===== config.mk =====
export PLATFORM = sky130hd
export DESIGN_NAME = mulchan_rd_req_ctrl
export DESIGN_NICKNAME = d
export VERILOG_FILES = /design/src/rtl/mulchan_rd_pkg.sv /design/src/rtl/mulchan_rd_req_ctrl_rr_arbiter.sv /design/src/rtl/mulchan_rd_req_ctrl.sv
export SDC_FILE = /design/constraint.sdc
export NUM_CORES = 1
export LEC_CHECK = 0
export ABC_AREA = 1
export CAP_MARGIN = 20
export CORE_ASPECT_RATIO = 1.25
export CORE_MARGIN = 2
export CORE_UTILIZATION = 52
export CTS_CLUSTER_SIZE = 24
export DETAILED_ROUTE_END_ITERATION = 10
export GPL_TIMING_DRIVEN = 1
export HOLD_SLACK_MARGIN = 0.08
export PLACE_DENSITY = 0.9
export SKIP_LAST_GASP = 1
export SYNTH_ARGS = -nofsm -noshare
export SYNTH_HDL_FRONTEND = slang
export SYNTH_SLANG_ARGS = --single-unit

===== constraint.sdc =====
create_clock -name clk -period 7 [get_ports clk]
set_clock_uncertainty 0.05 [all_clocks]
set_input_delay 1.05 -clock clk [delete_from_list [all_inputs] [get_ports clk]]
set_output_delay 1.05 -clock clk [all_outputs]
set_load 0.02 [all_outputs]

===== src/rtl/mulchan_rd_pkg.sv =====
// Shared types and helpers for the multi-channel read-request controller.
package mulchan_rd_pkg;

  typedef enum logic {
    IDLE = 1'b0,
    REQ  = 1'b1
  } state_e;

  // Widest packed per-channel bus the slice helper accepts.
  localparam int unsigned SLICE_BUS_W = 1024;

  function automatic int clog2(input int n);
    int r;
    r = 0;
    for (int i = 0; i < 31; i++) begin
      if ((1 << i) < n) r = i + 1;
    end
    return r;
  endfunction

  // Field idx of width w from a bus packed with field 0 in the LSBs.
  function automatic logic [31:0] slice_extract(input logic [SLICE_BUS_W-1:0] bus,
                                                input int unsigned idx,
                                                input int unsigned w);
    logic [SLICE_BUS_W-1:0] sh;
    sh = bus >> (idx * w);
    return sh[31:0] & ~(32'hFFFF_FFFF << w);
  endfunction

endpackage


===== src/rtl/mulchan_rd_req_ctrl_rr_arbiter.sv =====
// Combinational round-robin pick: first eligible channel at or after ptr.
module rr_arbiter #(
  parameter int unsigned N    = 4,
  parameter int unsigned ID_W = 2
) (
  input  logic [N-1:0]    elig,
  input  logic [ID_W-1:0] ptr,
  output logic            grant_valid,
  output logic [ID_W-1:0] grant_id
);

  int idx;

  // Scan from the far end so the closest match to ptr is written last.
  always_comb begin
    grant_valid = 1'b0;
    grant_id    = '0;
    idx         = 0;
    for (int off = int'(N) - 1; off >= 0; off--) begin
      idx = int'(ptr) + off;
      if (idx >= int'(N)) idx = idx - int'(N);
      if (elig[idx]) begin
        grant_valid = 1'b1;
        grant_id    = ID_W'(idx);
      end
    end
  end

endmodule


===== src/rtl/mulchan_rd_req_ctrl.sv =====
// Multi-channel read-request generator: per-channel credit and ring addressing,
// round-robin pick, one burst request at a time over a valid/ready handshake.
module mulchan_rd_req_ctrl
  import mulchan_rd_pkg::*;
#(
  parameter int unsigned CH_NUM     = 4,
  parameter int unsigned AXI_WIDTH  = 64,
  parameter int unsigned ADDR_WIDTH = 30,
  parameter int unsigned CNT_WIDTH  = 11,
  parameter int unsigned FIFO_CAP   = 1024,
  parameter int unsigned MAX_OUT    = 2,
  parameter int unsigned ID_WIDTH   = clog2(CH_NUM)
) (
  input  logic                            clk,
  input  logic                            rst,
  input  logic [CH_NUM-1:0]               ch_enable,
  input  logic [CH_NUM-1:0]               ch_restart,
  input  logic [CH_NUM*ADDR_WIDTH-1:0]    ch_beg_addr,
  input  logic [CH_NUM*ADDR_WIDTH-1:0]    ch_end_addr,
  input  logic [CH_NUM*8-1:0]             ch_burst_len,
  input  logic [CH_NUM*CNT_WIDTH-1:0]     ch_fifo_cnt,
  input  logic [CNT_WIDTH-1:0]            watermark,
  output logic                            req_valid,
  input  logic                            req_ready,
  output logic [ADDR_WIDTH-1:0]           req_addr,
  output logic [7:0]                      req_len,
  output logic [ID_WIDTH-1:0]             req_id,
  input  logic                            done,
  input  logic [ID_WIDTH-1:0]             done_id,
  output logic [CH_NUM-1:0]               ch_busy,
  output logic                            err_underflow,
  output state_e                          dbg_state
);

  localparam int unsigned CW  = CNT_WIDTH + 2;
  localparam int unsigned AW1 = ADDR_WIDTH + 1;

  state_e                  state_q, state_d;
  logic [ADDR_WIDTH-1:0]   req_addr_q, req_addr_d;
  logic [7:0]              req_len_q, req_len_d;
  logic [ID_WIDTH-1:0]     req_id_q, req_id_d, rr_ptr_q, rr_ptr_d;
  logic                    err_q, err_d;
  logic [CH_NUM-1:0]       busy_q, busy_d;

  logic [ADDR_WIDTH-1:0]   addr_q [CH_NUM];
  logic [ADDR_WIDTH-1:0]   addr_d [CH_NUM];
  logic [2:0]              oc_q [CH_NUM];
  logic [2:0]              oc_d [CH_NUM];
  logic [CW-1:0]           ob_q [CH_NUM];
  logic [CW-1:0]           ob_d [CH_NUM];
  logic [7:0]              len_lat_q [CH_NUM];
  logic [7:0]              len_lat_d [CH_NUM];

  logic [ADDR_WIDTH-1:0]   beg_a [CH_NUM];
  logic [ADDR_WIDTH-1:0]   end_a [CH_NUM];
  logic [7:0]              blen [CH_NUM];
  logic [CNT_WIDTH-1:0]    fcnt [CH_NUM];
  logic [7:0]              eff_len [CH_NUM];
  logic [CW-1:0]           credit [CH_NUM];
  logic [CH_NUM-1:0]       elig, acc_hit, don_hit;

  logic                    grant_valid, accept;
  logic [ID_WIDTH-1:0]     grant_id;
  logic [CW-1:0]           req_rlen;
  logic [AW1-1:0]          inc, nxt, last;
  logic [ADDR_WIDTH-1:0]   wrap_addr;

  // An idle channel follows ch_burst_len; once bursts are in flight the latched length is used.
  always_comb begin
    for (int i = 0; i < CH_NUM; i++) begin
      beg_a[i]   = ADDR_WIDTH'(slice_extract(SLICE_BUS_W'(ch_beg_addr), i, ADDR_WIDTH));
      end_a[i]   = ADDR_WIDTH'(slice_extract(SLICE_BUS_W'(ch_end_addr), i, ADDR_WIDTH));
      blen[i]    = 8'(slice_extract(SLICE_BUS_W'(ch_burst_len), i, 8));
      fcnt[i]    = CNT_WIDTH'(slice_extract(SLICE_BUS_W'(ch_fifo_cnt), i, CNT_WIDTH));
      eff_len[i] = (oc_q[i] == '0) ? blen[i] : len_lat_q[i];
      credit[i]  = CW'(fcnt[i]) + ob_q[i] + CW'(eff_len[i]) + CW'(1);
      elig[i]    = ch_enable[i] && (oc_q[i] < 3'(MAX_OUT)) && (fcnt[i] < watermark) &&
                   (credit[i] <= CW'(FIFO_CAP));
    end
  end

  rr_arbiter #(.N(CH_NUM), .ID_W(ID_WIDTH)) u_arb (
    .elig        (elig),
    .ptr         (rr_ptr_q),
    .grant_valid (grant_valid),
    .grant_id    (grant_id)
  );

  // Handshake: req_valid rises the cycle after a pick and stays high with
  // req_addr/len/id frozen until the cycle where req_valid && req_ready (the accept).
  always_comb begin
    state_d    = state_q;
    req_addr_d = req_addr_q;
    req_len_d  = req_len_q;
    req_id_d   = req_id_q;
    rr_ptr_d   = rr_ptr_q;
    accept     = 1'b0;
    case (state_q)
      IDLE: begin
        if (grant_valid) begin
          req_addr_d = addr_q[grant_id];
          req_len_d  = eff_len[grant_id];
          req_id_d   = grant_id;
          state_d    = REQ;
        end
      end
      REQ: begin
        if (req_ready) begin
          accept   = 1'b1;
          state_d  = IDLE;
          rr_ptr_d = (req_id_q == ID_WIDTH'(CH_NUM - 1)) ? '0 : req_id_q + ID_WIDTH'(1);
        end
      end
      default: state_d = IDLE;
    endcase
  end

  // Ring wrap: restart at beg when the following burst would run past end.
  always_comb begin
    req_rlen  = CW'(req_len_q) + CW'(1);
    inc       = (AW1'(req_len_q) + AW1'(1)) * AW1'(AXI_WIDTH / 8);
    nxt       = {1'b0, addr_q[req_id_q]} + inc;
    last      = nxt + inc - AW1'(1);
    wrap_addr = (last > {1'b0, end_a[req_id_q]}) ? beg_a[req_id_q] : nxt[ADDR_WIDTH-1:0];
  end

  always_comb begin
    err_d = err_q;
    for (int i = 0; i < CH_NUM; i++) begin
      acc_hit[i] = accept && (req_id_q == ID_WIDTH'(i));
      don_hit[i] = done && (done_id == ID_WIDTH'(i)) && (oc_q[i] != '0);
      if (done && (done_id == ID_WIDTH'(i)) && (oc_q[i] == '0)) err_d = 1'b1;
      if (acc_hit[i] && !don_hit[i])      oc_d[i] = oc_q[i] + 3'd1;
      else if (!acc_hit[i] && don_hit[i]) oc_d[i] = oc_q[i] - 3'd1;
      else                                oc_d[i] = oc_q[i];
      ob_d[i] = ob_q[i] + (acc_hit[i] ? req_rlen : '0) -
                (don_hit[i] ? (CW'(len_lat_q[i]) + CW'(1)) : '0);
      len_lat_d[i] = acc_hit[i] ? req_len_q : ((oc_q[i] == '0) ? blen[i] : len_lat_q[i]);
      addr_d[i] = addr_q[i];
      if (acc_hit[i])    addr_d[i] = wrap_addr;
      if (ch_restart[i]) addr_d[i] = beg_a[i];
      busy_d[i] = (oc_q[i] != '0);
    end
  end

  always_ff @(posedge clk) begin
    if (rst) begin
      state_q    <= IDLE;
      req_addr_q <= '0;
      req_len_q  <= '0;
      req_id_q   <= '0;
      rr_ptr_q   <= '0;
      err_q      <= 1'b0;
      busy_q     <= '0;
      for (int i = 0; i < CH_NUM; i++) begin
        addr_q[i]    <= beg_a[i];
        oc_q[i]      <= '0;
        ob_q[i]      <= '0;
        len_lat_q[i] <= '0;
      end
    end else begin
      state_q    <= state_d;
      req_addr_q <= req_addr_d;
      req_len_q  <= req_len_d;
      req_id_q   <= req_id_d;
      rr_ptr_q   <= rr_ptr_d;
      err_q      <= err_d;
      busy_q     <= busy_d;
      for (int i = 0; i < CH_NUM; i++) begin
        addr_q[i]    <= addr_d[i];
        oc_q[i]      <= oc_d[i];
        ob_q[i]      <= ob_d[i];
        len_lat_q[i] <= len_lat_d[i];
      end
    end
  end

  assign req_valid     = (state_q == REQ);
  assign req_addr      = req_addr_q;
  assign req_len       = req_len_q;
  assign req_id        = req_id_q;
  assign ch_busy       = busy_q;
  assign err_underflow = err_q;
  assign dbg_state     = state_q;

endmodule


* Word level (Yosys, flattened, before mapping) *
Memory sizes are Yosys's and may differ from the RTL's. A register that Yosys moved wholly into a read port is not among the register bits.
Index checks and enable logic that the tools add are counted.
Widths: inputs -> output; s select.

operators by class
  add/sub/neg operators = 45
  multipliers = 0
  div/mod/pow operators = 0
  magnitude comparators = 23
  equal/unequal tests = 10
  shift operators = 0
  mux-type cells = 97
  bitwise operators = 19
  reductions and logical operators = 61

operators with widths
  operator               number
  $mux 30                17
  $lt 32x4->1 const B    4
  $mux 32                4
  $bmux 30 s2            2
  $mux 8                 14
  $ge 32x4->1 const B    3
  $sub 32x4->32 const B  3
  $mux 9                 8
  $add 8x1->9 const B    6
  $add 11x13->13         4
  $add 13x1->13 const B  4
  $add 13x8->13          4
  $add 13x9->13          4
  $le 13x11->1 const B   4
  $mux 13                4
  $sub 13x9->13          4
  $lt 11x11->1           4
  $logic_and 1x1->1      36
  $mux 3                 12
  $add 30x12->31         1
  $add 31x12->31         1
  $gt 31x30->1           1
  $sub 31x1->31 const B  1
  $mux 1                 23
  25 further kinds       87

storage, ports and cells
  flip-flop bits (word level) = 18
  latch bits = 0
  bits in writable memories = 216
  ROM bits = 0
  memories = 4

memories
  memory     words  width  read ports  clocked after memory_dff  wr ports  RTL line                   source
  addr_q     4      30     2           2                         4         mulchan_rd_req_ctrl.sv:45  logic [ADDR_WIDTH-1:0] addr_q [CH_NUM];
  ob_q       4      13     4           0                         4         mulchan_rd_req_ctrl.sv:49  logic [CW-1:0] ob_q [CH_NUM];
  len_lat_q  4      8      4           0                         4         mulchan_rd_req_ctrl.sv:51  logic [7:0] len_lat_q [CH_NUM];
  oc_q       4      3      4           0                         4         mulchan_rd_req_ctrl.sv:47  logic [2:0] oc_q [CH_NUM];

* Depth between registers and ports, before layout *
An unclocked memory read counts as a cell.

  depth after elaboration = 18
  gate-level depth with buffers = 51

* Hierarchy *
Synthesis repeated with hierarchy kept, for this count alone.

unflattened totals
  cell total of the unflattened synthesis = 3977
  area total of the unflattened synthesis = 27169.8 um^2

modules (own cells, without submodules)
  module               times used  cells each  area an instance (um^2)  sequential area each (um^2)
  mulchan_rd_req_ctrl  1           3931        26957.1                  6526.3
  rr_arbiter           1           46          212.7                    0.0

* Least setup slack after synthesis *
Ideal clock, no wire load.

  kind = reg-to-reg
  start = register (tool-made name)
  end = memory addr_q[0][2] (data pin)
  setup time = 0.127 ns
  arrival time = 6.666 ns
  data required time = 6.823 ns
  path slack = 0.158 ns
  stages on the path, launching flop included = 45
  buffers on the path = 7
  clock period less this slack = 6.842 ns
  cell sequence = dfxtp_1 > buf_6 > inv_6 > buf_8 > buf_8 > buf_6 > clkbuf_1 > clkbuf_1 > a21oi_1 > a21oi_1 > ha_1 > a21o_1 > a21oi_1 > xor2_1 > inv_1 > ha_1 > inv_1 > ha_1 > (+9 left out) > xnor2_1 > ha_1 > nand2_1 > nor2_1 > a2111oi_0 > nand2_1 > nand2_1 > nand2_1 > nand2_1 > nand2_1 > nand2_1 > nand2_1 > o21ai_0 > clkbuf_1 > nand3_1 > nand3_1 > nand2_1 > inv_1

RTL lines
  element        RTL line
  end, declared  mulchan_rd_req_ctrl.sv:45

==> impl_metrics.json <==
{
  "total_power_mw": 17.37,
  "finalCoreUtilization_pct": 63.68,
  "root_buffer": "clkbuf_16",
  "grt_max_degree": 84,
  "synth_top_family_by_area": "simple AND/OR/NAND/NOR gates",
  "synth-compound-area-share_pct": 13.84,
  "vdd_drop_max_uv": 611.2,
  "ys.warnings.count": 0,
  "grt.met1_usage_pct": 37.95,
  "fillCellCount": 4490,
  "drive_gt1_share_pct": 8.166,
  "area_delta_synth_final_pct": 20.44,
  "finalSetupTns_ns": 0,
  "worstPathArrival_ns": 7.02,
  "routed_wl_mm": 97.47,
  "boundaryPins": 388,
  "vias": 30004,
  "synth_fp_nets": 4886,
  "place_inst": 5209,
  "syn-instance-count": 4231,
  "core_sq_mm": 0.05281,
  "synthSimpleGateAreaFrac_pct": 31.68,
  "wl_per_cell_um": 18.50,
  "synth_top_area_share_pct": 12.90,
  "slowest_stage": "dfxtp_2",
  "setup_slack_ns": 0.2789,
  "synthMuxAreaShare_pct": 0.03585,
  "drv_slew": 0,
  "async_reset_ff_share_pct": 0,
  "top_usage_layer": "met2",
  "fin_cells": 5269,
  "dp_hpwl_mm": 73.72,
  "ys_types": 68,
  "port_buffers": 387,
  "post-route-period-util_pct": 96.02,
  "die_area_sq_mm": 0.05558,
  "gp_congestion": 0.9981,
  "drc": 0,
  "synthAdderAreaFrac_pct": 16.06,
  "hold_buffers": 0,
  "first_global_vias": 28639,
  "ant_nets": 0,
  "worstSkewPairLatency_ns": 0.60,
  "grt_use_met2_pct": 58.64,
  "rows": 94,
  "end_kind": "flip-flop",
  "status": "completed",
  "worstSetupPathType": "flip-flop to flip-flop",
  "power.density_mw_per_mm2": 516.5,
  "setup_violations": 0,
  "overflow": 0,
  "cp_max_fo": 17,
  "synth_top_flop_cell": "dfxtp_1",
  "critPathMaxStageDelay_ns": 0.38,
  "antenna_found_initial": 4,
  "synth_edf_count": 120,
  "critPathLaunchType": "flip-flop",
  "routed_via_density": 5.694,
  "fin_nets": 5225,
  "synth_xor_area_share_pct": 1.783,
  "firstDrtPassIters": 6,
  "min_period_ns": 6.721,
  "clk_path_buf_depth": 3,
  "ys_ff_latch": 266,
  "cp_common_cell": "nand2_1",
  "syn_area_per_cell_sq_um": 6.600,
  "maxCapViolCount": 0,
  "drtIter0Drc": 3161,
  "syn_area_sq_mm": 0.02792,
  "max_freq_mhz": 148.8,
  "synth_top_area_cell": "edfxtp_1",
  "dp_worst_setup_slack_ns": -0.009184,
  "cts-buffers-inserted": 29,
  "multi_input_area_sq_mm": 0.01788,
  "grtUsageTotal_pct": 33.97,
  "timing.slew.headroom_pct": 32.79,
  "hold_viol": 0,
  "cts_tree": "built",
  "clkTransAtPathRegs_ns": 0.07,
  "start_util_pct": 52.88,
  "yosysSeqAreaShare_pct": 23.37,
  "cts.sinks": 266,
  "p_leak_nw": 16.96,
  "final-seq-area_sq_mm": 0.006535,
  "grt_pass1_wl_mm": 148.8,
  "cts-htree-levels": 1,
  "yosys-top-cells-area": "edfxtp_1 13%, nand2_1 13%, ha_1 11%, dfxtp_1 10%, inv_1 10%",
  "grtUsageMet3_pct": 4.950,
  "tightest_slew_ns": 1.008,
  "hp-class": "flip-flop to flip-flop",
  "chipWidth_um": 211.3,
  "die_h_um": 263.1,
  "cp.required_ns": 7.30
}
==> worst paths after layout <==
check / endpoint / start / slack [ns] / cells past startpoint
setup reg to reg: addr_q[3][28] / req_len[1] / 0.28 / 43
hold reg to reg: oc_q[0][2] / oc_q[0][2] / 0.42 / 2
setup / recovery: addr_q[3][28] / req_len[1] / 0.28 / 43
hold / removal: oc_q[0][2] / oc_q[0][2] / 0.42 / 2
==> worst max-delay path, delay by kind of cell (launching register included) <==
family                     cells  cell delay [ns]
xor gates and xnor gates       1             0.14
buffers and inverters          9             1.02
adders and majority gates      4             1.09
AOI/OAI and AO/OA              4             0.93
DFF                            1             0.38
and+or+nand+nor               25             2.84
==> synthesized netlist by cell type (all sizes together) (2+ instances only) <==
| cell type | number |
|---|---|
| nand2 | 977 |
| inv | 778 |
| nand3 | 400 |
| nor2 | 375 |
| a21oi | 271 |
| o21ai | 257 |
| ha | 240 |
| dfxtp | 146 |
| or2 | 132 |
| edfxtp | 120 |
| clkbuf | 110 |
| fa | 74 |
| nor3 | 51 |
| buf | 47 |
| xor2 | 39 |
| o22ai | 38 |
| a32o | 29 |
| nand4 | 22 |
| xnor2 | 17 |
| o21a | 15 |
| nor3b | 13 |
| o21bai | 12 |
| nand3b | 11 |
| a32oi | 10 |
| a211oi | 9 |
| o31ai | 7 |
| a21o | 5 |
| a21boi | 4 |
| a31oi | 3 |
| a22oi | 2 |
| a41oi | 2 |
| and2 | 2 |
| o211ai | 2 |
| o311ai | 2 |
| o32a | 2 |
==> registers in the layout, indices dropped and copies added (netlist names), named ones only <==
signal,count
addr_q,120
ob_q,52
len_lat_q,32
req_addr,30
oc_q,12
req_len,8
ch_busy,4
req_id,2
rr_ptr_q,2
dbg_state,1
err_underflow,1
==> report_power, final <==
group	switching, mW	leakage (nW)	internal (mW)
clock network	0.679	0.443	0.821
logic	8.69	14.1	4.93
registers	0.272	2.43	1.98
total	9.64	17.0	7.73
==> layer usage <==
metal | share of wire [%] | vias up
li1 | - | 14261
met1 | 34 | 13642
met2 | 48 | 1659
met3 | 10 | 442
met4 | 8.3 | 0
met5 | 0 | -
==> what timing repair did <==
| action | 4_1_cts | 5_1_grt |
|---|---|---|
| setup endpoints to repair | 32 | 120 |
| buffers inserted | 0 | 2 |
| resized for setup | 1 | 41 |
| pin swaps | 0 | 2 |
==> layout make-up <==
type | count | area share (%)
Inverter | 779 | 8.721
Antenna cell | 5 | 0.03721
Clock buffer | 39 | 2.329
Timing Repair Buffer | 465 | 13.49
Clock inverter | 14 | 0.3162
Sequential cell | 266 | 19.43
Tap cell | 672 | 2.500
Multi-Input combinational cell | 3029 | 53.17
==> cells by family after synthesis <==
logic type,after synthesis
fa+ha+maj,314
buf+inv,936
xor+xnor,56
compound gates,674
simple gates,1984
mux,1
flops,266
==> per-stage QoR <==
step	area [sq um]	hold slack (ns)
floorplan	27920	0.3889
global placement	32540	0.4013
detailed placement	32540	0.4034
CTS	33430	0.4127
global route	33630	0.4403
finish	33630	0.4182
==> placed cells by master, fill, tap and decap left out, types with 11 or more instances in the layout <==
cell type	n
nand3_1	396
nor3b_1	13
nand3b_1	11
nor3_1	45
ha_1	239
xnor2_1	17
fa_1	74
o21a_1	15
nand2_1	929
edfxtp_1	120
dfxtp_1	143
o21ai_0	227
o22ai_1	35
clkdlybuf4s50_1	386
buf_4	70
xor2_1	34
clkbuf_16	29
nand2_4	33
nand4_1	22
nand2_2	15
or2_2	132
nor2_1	363
inv_2	14
a21oi_1	265
inv_1	762
o21bai_1	11
a32o_1	29
o21ai_1	22
Power figures use the tool's default switching activity.
